## config.mk

```make
export PLATFORM = sky130hd
export DESIGN_NAME = sd_bus_arbiter
export DESIGN_NICKNAME = d
export VERILOG_FILES = /design/src/rtl/sd_bus_arbiter.sv
export SDC_FILE = /design/constraint.sdc
export NUM_CORES = 1
export LEC_CHECK = 0
export ABC_CLOCK_PERIOD_IN_PS = 2430
export CAP_MARGIN = 10
export CORE_UTILIZATION = 30
export CTS_BUF_LIST = sky130_fd_sc_hd__clkbuf_4 sky130_fd_sc_hd__clkbuf_8 sky130_fd_sc_hd__clkbuf_16
export DETAILED_ROUTE_END_ITERATION = 16
export GPL_ROUTABILITY_DRIVEN = 0
export PLACE_DENSITY_LB_ADDON = 0.15
export SYNTH_ARGS = -nofsm -noshare
export SYNTH_HDL_FRONTEND = slang
export SYNTH_SLANG_ARGS = --single-unit
```

## constraint.sdc

```tcl
create_clock -name clk -period 2.43 [get_ports clk]
set_input_delay 0.243 -clock clk [delete_from_list [all_inputs] [get_ports clk]]
set_output_delay 0.243 -clock clk [all_outputs]
set_load 0.02 [all_outputs]
```

## src/rtl/sd_bus_arbiter.sv

```systemverilog
// Round-robin arbiter sharing one SD command/data engine among N_REQ sequencers.
// Latency: grant one cycle after request is sampled in IDLE; engine mux and return routing are combinational.
// Backpressure: a holder keeps the engine while req is high; a holder idle for IDLE_LIMIT cycles is forcibly released.
module sd_bus_arbiter #(
  parameter int N_REQ      = 3,
  parameter int IDLE_LIMIT = 1024
) (
  input  logic                  clk,
  input  logic                  rst,
  input  logic [N_REQ-1:0]      req,
  output logic [N_REQ-1:0]      gnt,
  output logic [N_REQ-1:0]      timeout,
  input  logic [N_REQ-1:0]      req_send_cmd_en,
  input  logic [N_REQ-1:0]      req_get_cmd_en,
  input  logic [N_REQ-1:0]      req_get_data_en,
  input  logic [6*N_REQ-1:0]    req_cmd_id,
  input  logic [32*N_REQ-1:0]   req_arg,
  output logic                  send_cmd_en,
  output logic                  get_cmd_en,
  output logic                  get_data_en,
  output logic [5:0]            cmd_id,
  output logic [31:0]           cmd_arg,
  input  logic                  send_cmd_done,
  input  logic                  get_cmd_done,
  input  logic                  get_data_done,
  input  logic                  data_crc_fail,
  output logic [N_REQ-1:0]      req_send_cmd_done,
  output logic [N_REQ-1:0]      req_get_cmd_done,
  output logic [N_REQ-1:0]      req_get_data_done,
  output logic [N_REQ-1:0]      req_data_crc_fail
);

  localparam int PW = (N_REQ > 1) ? $clog2(N_REQ) : 1;
  localparam int CW = (IDLE_LIMIT > 1) ? $clog2(IDLE_LIMIT) : 1;

  typedef enum logic [1:0] {
    S_IDLE    = 2'd0,
    S_GRANT   = 2'd1,
    S_RELEASE = 2'd2
  } state_t;

  state_t           state_q, state_d;
  logic [N_REQ-1:0] gnt_q, gnt_d;
  logic [N_REQ-1:0] timeout_q, timeout_d;
  logic [N_REQ-1:0] mask_q, mask_d;
  logic [N_REQ-1:0] mask_set;
  logic [PW-1:0]    ptr_q, ptr_d;
  logic [CW-1:0]    cnt_q, cnt_d;

  logic [N_REQ-1:0] eligible;
  logic             found;
  logic [PW-1:0]    win_idx;
  int               idx;
  logic             in_grant;
  logic             holder_req;
  logic             activity;

  assign eligible   = req & ~mask_q;
  assign in_grant   = (state_q == S_GRANT);
  assign holder_req = |(gnt_q & req);
  // Engine done flags count as activity even if the holder's own enables are low.
  assign activity   = (|(gnt_q & (req_send_cmd_en | req_get_cmd_en | req_get_data_en)))
                      | send_cmd_done | get_cmd_done | get_data_done;

  // Pick the first eligible requester at or above the pointer, wrapping around.
  always_comb begin
    found   = 1'b0;
    win_idx = '0;
    idx     = 0;
    for (int k = 0; k < N_REQ; k++) begin
      idx = int'(ptr_q) + k;
      if (idx >= N_REQ) idx = idx - N_REQ;
      if (!found && eligible[idx]) begin
        found   = 1'b1;
        win_idx = PW'(idx);
      end
    end
  end

  // Next-state logic: grant, hold/watchdog, and the one-cycle release gap.
  always_comb begin
    state_d   = state_q;
    gnt_d     = gnt_q;
    ptr_d     = ptr_q;
    cnt_d     = cnt_q;
    timeout_d = '0;
    mask_set  = '0;
    case (state_q)
      S_IDLE: begin
        cnt_d = '0;
        if (found) begin
          gnt_d   = N_REQ'(1) << win_idx;
          ptr_d   = (int'(win_idx) == N_REQ - 1) ? '0 : win_idx + 1'b1;
          state_d = S_GRANT;
        end
      end
      S_GRANT: begin
        if (!holder_req) begin
          gnt_d   = '0;
          cnt_d   = '0;
          state_d = S_RELEASE;
        end else if (activity) begin
          cnt_d = '0;
        end else if (cnt_q == CW'(IDLE_LIMIT - 1)) begin
          timeout_d = gnt_q;
          mask_set  = gnt_q;
          gnt_d     = '0;
          cnt_d     = '0;
          state_d   = S_RELEASE;
        end else begin
          cnt_d = cnt_q + 1'b1;
        end
      end
      S_RELEASE: begin
        gnt_d   = '0;
        state_d = S_IDLE;
      end
      default: begin
        gnt_d   = '0;
        state_d = S_IDLE;
      end
    endcase
    // A lockout is lifted as soon as its requester lets go of req.
    mask_d = (mask_q & req) | mask_set;
  end

  // State registers with synchronous reset.
  always_ff @(posedge clk) begin
    if (rst) begin
      state_q   <= S_IDLE;
      gnt_q     <= '0;
      timeout_q <= '0;
      mask_q    <= '0;
      ptr_q     <= '0;
      cnt_q     <= '0;
    end else begin
      state_q   <= state_d;
      gnt_q     <= gnt_d;
      timeout_q <= timeout_d;
      mask_q    <= mask_d;
      ptr_q     <= ptr_d;
      cnt_q     <= cnt_d;
    end
  end

  // Holder's request mux onto the engine and completion routing back to the holder only.
  always_comb begin
    send_cmd_en       = 1'b0;
    get_cmd_en        = 1'b0;
    get_data_en       = 1'b0;
    cmd_id            = '0;
    cmd_arg           = '0;
    req_send_cmd_done = '0;
    req_get_cmd_done  = '0;
    req_get_data_done = '0;
    req_data_crc_fail = '0;
    if (in_grant) begin
      for (int i = 0; i < N_REQ; i++) begin
        if (gnt_q[i]) begin
          send_cmd_en          = send_cmd_en | req_send_cmd_en[i];
          get_cmd_en           = get_cmd_en  | req_get_cmd_en[i];
          get_data_en          = get_data_en | req_get_data_en[i];
          cmd_id               = cmd_id  | req_cmd_id[6*i +: 6];
          cmd_arg              = cmd_arg | req_arg[32*i +: 32];
          req_send_cmd_done[i] = send_cmd_done;
          req_get_cmd_done[i]  = get_cmd_done;
          req_get_data_done[i] = get_data_done;
          req_data_crc_fail[i] = data_crc_fail;
        end
      end
    end
  end

  assign gnt     = gnt_q;
  assign timeout = timeout_q;

endmodule

```

# Yosys cells after proc, flatten, opt, wreduce, memory -nomap -nowiden
# Index checks and enable logic that the tools add are counted.
# Widths: inputs -> output; s select.
# word_totals
reg_bits	23
input_bits	132
word_cells	140
output_inout_bits	59
# op_classes
add_sub_neg	7
order_cmp	6
n_mux	83
reduce_logical	10
shifts	1
bitwise_logic	21
eq_ne	6
# op_table
operator	n
$mux 32	9
$lt 32x4->1 const B	3
$or 32x32->32	2
$mux 1	39
$mux 3	12
$mux 6	6
$mux 10	3
$pmux 10 s2	1
$mux 2	8
$and 3x3->3	4
$or 6x6->6	2
$add 10x1->10 const B	1
$eq 10x10->1 const B	1
$or 1x1->1	9
$or 3x3->3	3
$sub 3x2->4 const B	2
$bmux 1 s2	3
$ge 3x2->1 const B	2
$pmux 3 s2	1
$reduce_or 3->1	2
$pmux 2 s2	1
$add 2x1->3 const B	1
$add 2x2->3 const B	1
$ne 3x2->1 const B	1
15 further kinds	17

# Depth between registers and ports, before layout
# depth
word_depth	15
mapped_depth	8
mapped_depth_nobuf	7

# Worst setup path before layout
# Ideal clock, no wire load.
# synth_timing
path_kind	register to register
from	register state_q[1]
to	register cnt_q[9]
path_buffers	2
required_time_ns	2.356
path_slack_ns	0.511
setup_time_ns	0.074
arrival_time_ns	1.845
period_less_slack_ns	1.919
path_stages_with_launch	8
path_cell_list	dfxtp_1 buf_6 nand2b_4 buf_6 a2111o_1 nor4b_4 a21bo_1 a31oi_1
# synth_between
elab_chain_cells	2
# synth_rtl
item	line	source
start, declared	42	state_t state_q, state_d;
start signal, assigned	137	state_q <= state_d;
$eq 2x1->1 / $logic_not 2->1 (equally long branches)	88	case (state_q)
$pmux 10 s2 / $reduce_bool 2->1 (equally long branches)	-	
end signal, assigned	142	cnt_q <= cnt_d;
end, declared	48	logic [CW-1:0] cnt_q, cnt_d;
# Several ways; a longest one is shown, not always the timed one.
# A chain may end at the register's enable or synchronous reset.

# Final worst setup path
# layout_timing
from	register gnt_q[2], in the netlist gnt[2]
to	output port get_data_en
# layout_between
elab_chain_cells	2
# layout_rtl
item	line	source
start, declared	43	logic [N_REQ-1:0] gnt_q, gnt_d;
start signal, assigned	138	gnt_q <= gnt_d;
$mux 1	159	if (gnt_q[i]) begin
$mux 1	157	if (in_grant) begin
end, declared	20	output logic get_data_en,
# Every way passes these cells.

==> metrics.txt <==
Core ar.=0.00606 sq mm; period utilisation layout=0.912; Die Area=between 0.006 and 0.007 sq mm; syn avg cell area=7.49 sq um; grt met1 use=0.312; max frequency=0.451 GHz; CP startpoint=gnt[2]; CTS tree=done; Root Driver=clkbuf_8; largest net degree at the start of global routing=48; sequential share of power=0.198; status=complete, no violations; Setup crit end kind=primary output; Post-synth EDFFs=0; M2 GR Usage=0.453; postcts setup bufs=0; die width=slightly above 80 um; PwrDens=630 mW/mm^2; starting DRC count in detailed routing=approximately 400; H-tree depth=1; register area share after synthesis=0.238; first-pass GRT wire length=13.7 mm; Max Cap Violations=0; # resized after CTS=0; hold slack=about 0.50 ns; most common cell in the synthesized netlist=nor2_1; synthesis-stage register bit count=23; number of global-route vias before repair=2730; synth cell count leaders=nor2_1, a222oi_1, dfxtp_1, clkbuf_1, nand2_1; Combinational Power Share=0.705; Slew Viols, Final=0; clock network fraction of total power=0.097; CP endpoint=get_data_en; async set-reset flop share out of synthesis=0; Max rail drop VDD=between 0.7 and 0.8 mV; Global Route met3 Usage=0.0758; Max Fanout on Critical Path=40; r2r setup slk=0.29 ns; Clock Tree Buf Depth=2; Reg2Reg Depth=6; final layout net count=roughly 570; IO Port Bufs=190; Cells after Synth=~260; DR DRC count=0; Routed WL=between 9 and 10 mm; initial antenna violation count=0; Worst Tran Pin Value=0.505 ns; CP max-delay cell=clkdlybuf4s50_1; leading area contributor after synthesis=dfxtp_1; CTS Hold Bufs=0; share of cells above drive strength 1=0.0482; num ports=around 190; Leak=between 0.001 and 0.0015 uW; GRT busiest layer=met2; final count of hold timing violations=0; standard-cell rows=28; Worst-path clk slew=~0.080 ns; placed cell count=between 500 and 600; internal power=1390 uW; Synth cell types=40; GRT Total Usage=0.265; initial core utilization=0.319; gr ovfl total=0; mapped cell area=around 0.0019 sq mm; Synth top area share=0.238; routed length per instance=roughly 18 um; DRT antenna net count=0; multi-input logic area=0.00135 sq mm; r2r endpoint=ptr_q[0]; register area=about 460 sq um; Die Ht=roughly 82 um; area grow syn2layout=106%; # setup viols final=0; most frequently used flop master after synthesis=dfxtp_1; post-detail-place hpwl=between 7 and 8 mm; Inserted Clock Buffers=3; Slew HR=0.660; via count=just under 3k; clock tree sinks=23; min Tclk post-route=~2.2 ns; top post-synthesis cells by area=dfxtp_1, a222oi_1, nor2_1; syn_nets=393; crit-path cells=buf_12, a21o_1, and2_1, clkdlybuf4s50_1; unrepaired setup endpoints after global routing=false; crit path launch type=flop; Psw=~1100 uW; switch share=0.445; Critical Path RT=2.19 ns; Vias/cell=just under 6; Skew-Pair Late Insertion Delay=between 0.2 and 0.3 ns; min-delay worst type=reg2reg; Diodes inserted=0; Setup CP Type=reg2out; Crit path largest cell delay=around 0.60 ns; Final Skew=a little over 0.002 ns; Layout Cells excl Fill=511; Synth Warn #=0; FF-to-FF Start=ptr_q[0]; fillcell total=between 500 and 600; setup_tns=0 ns; DRT Pass-1 Iters=6; Worst EP arrival=1.97 ns
-- per-layer routing --
layer  vias to the layer above  wire (um)
met1                      1376       3540
met5                         -          0
met2                       157       4460
met3                        19        960
met4                         0        278
li1                       1400          -
-- power by group through the flow --
| stage | Clock (uW) | Combinational, uW | Sequential, uW |
|---|---|---|---|
| final | 244 | 1770 | 496 |
| after floorplan | 0 | 1000 | 481 |
| after global routing | 259 | 1910 | 504 |
| after CTS | 249 | 1760 | 496 |
| after global placement | 0 | 1730 | 505 |
| after detailed placement | 0 | 1740 | 505 |
-- metrics by stage --
step | util | power [uW] | area (sq um) | setup slack, ns
CTS | 0.657 | 2500 | 3980 | 0.207
detailed placement | 0.650 | 2250 | 3940 | 0.148
floorplan | - | 1480 | 1930 | 0.511
finish | 0.657 | 2510 | 3980 | 0.214
global route | 0.657 | 2670 | 3980 | 0.135
global placement | 0.650 | 2230 | 3940 | 0.249
-- cell families after synthesis --
group	share of synthesized area
buffers and inverters	0.0621
adders and majority gates	0.0194
AOI/OAI and AO/OA	0.368
DFF	0.238
xor gates and xnor gates	0.00453
and+or+nand+nor	0.308
-- state kept, by name, indices dropped and copies added (netlist names) --
signal,flops
cnt_q,10
gnt,3
mask_q,3
ptr_q,2
state_q,2
timeout,3
-- worst min-delay path by stage --
stage                          from        end  slack, ns  depth (start not counted)
final                      cnt_q[8]   cnt_q[8]       0.50                          2
after global routing      mask_q[0]  mask_q[0]       0.52                          1
after CTS                  cnt_q[8]   cnt_q[8]       0.50                          2
after detailed placement   cnt_q[8]   cnt_q[8]       0.48                          2
after global placement     cnt_q[9]   cnt_q[9]       0.46                          1
after floorplan              req[0]  mask_q[0]       0.39                          1
-- critical path, delay by kind of cell (launching register included) --
family                 cells  cell delay [ns]
AO/OA/AOI/OAI              1             0.20
buffers and inverters      2             0.85
flip-flops                 1             0.50
AND/OR/NAND/NOR            1             0.14
-- cell usage in the layout, fill, tap and decap left out, drive strengths merged, types with 4 or more instances in the layout --
| cell | n |
|---|---|
| a21oi | 7 |
| dfxtp | 23 |
| nor3 | 5 |
| nand2b | 5 |
| buf | 8 |
| nor2 | 48 |
| inv | 4 |
| nand3 | 12 |
| clkdlybuf4s50 | 190 |
| nand2 | 17 |
| a31oi | 7 |
| and3 | 16 |
| a222oi | 41 |
| nor2b | 4 |
| o21ai | 7 |
-- final cells by class --
| class | instances | area share |
|---|---|---|
| tap | 75 | 0.0236 |
| clock inverter | 1 | 0.00126 |
| sequential | 23 | 0.117 |
| inverter | 4 | 0.00377 |
| timing repair buffer | 198 | 0.505 |
| clock buffer | 3 | 0.0104 |
| multi-input combinational | 207 | 0.340 |
Note: power is estimated with default switching activity, not from simulation.
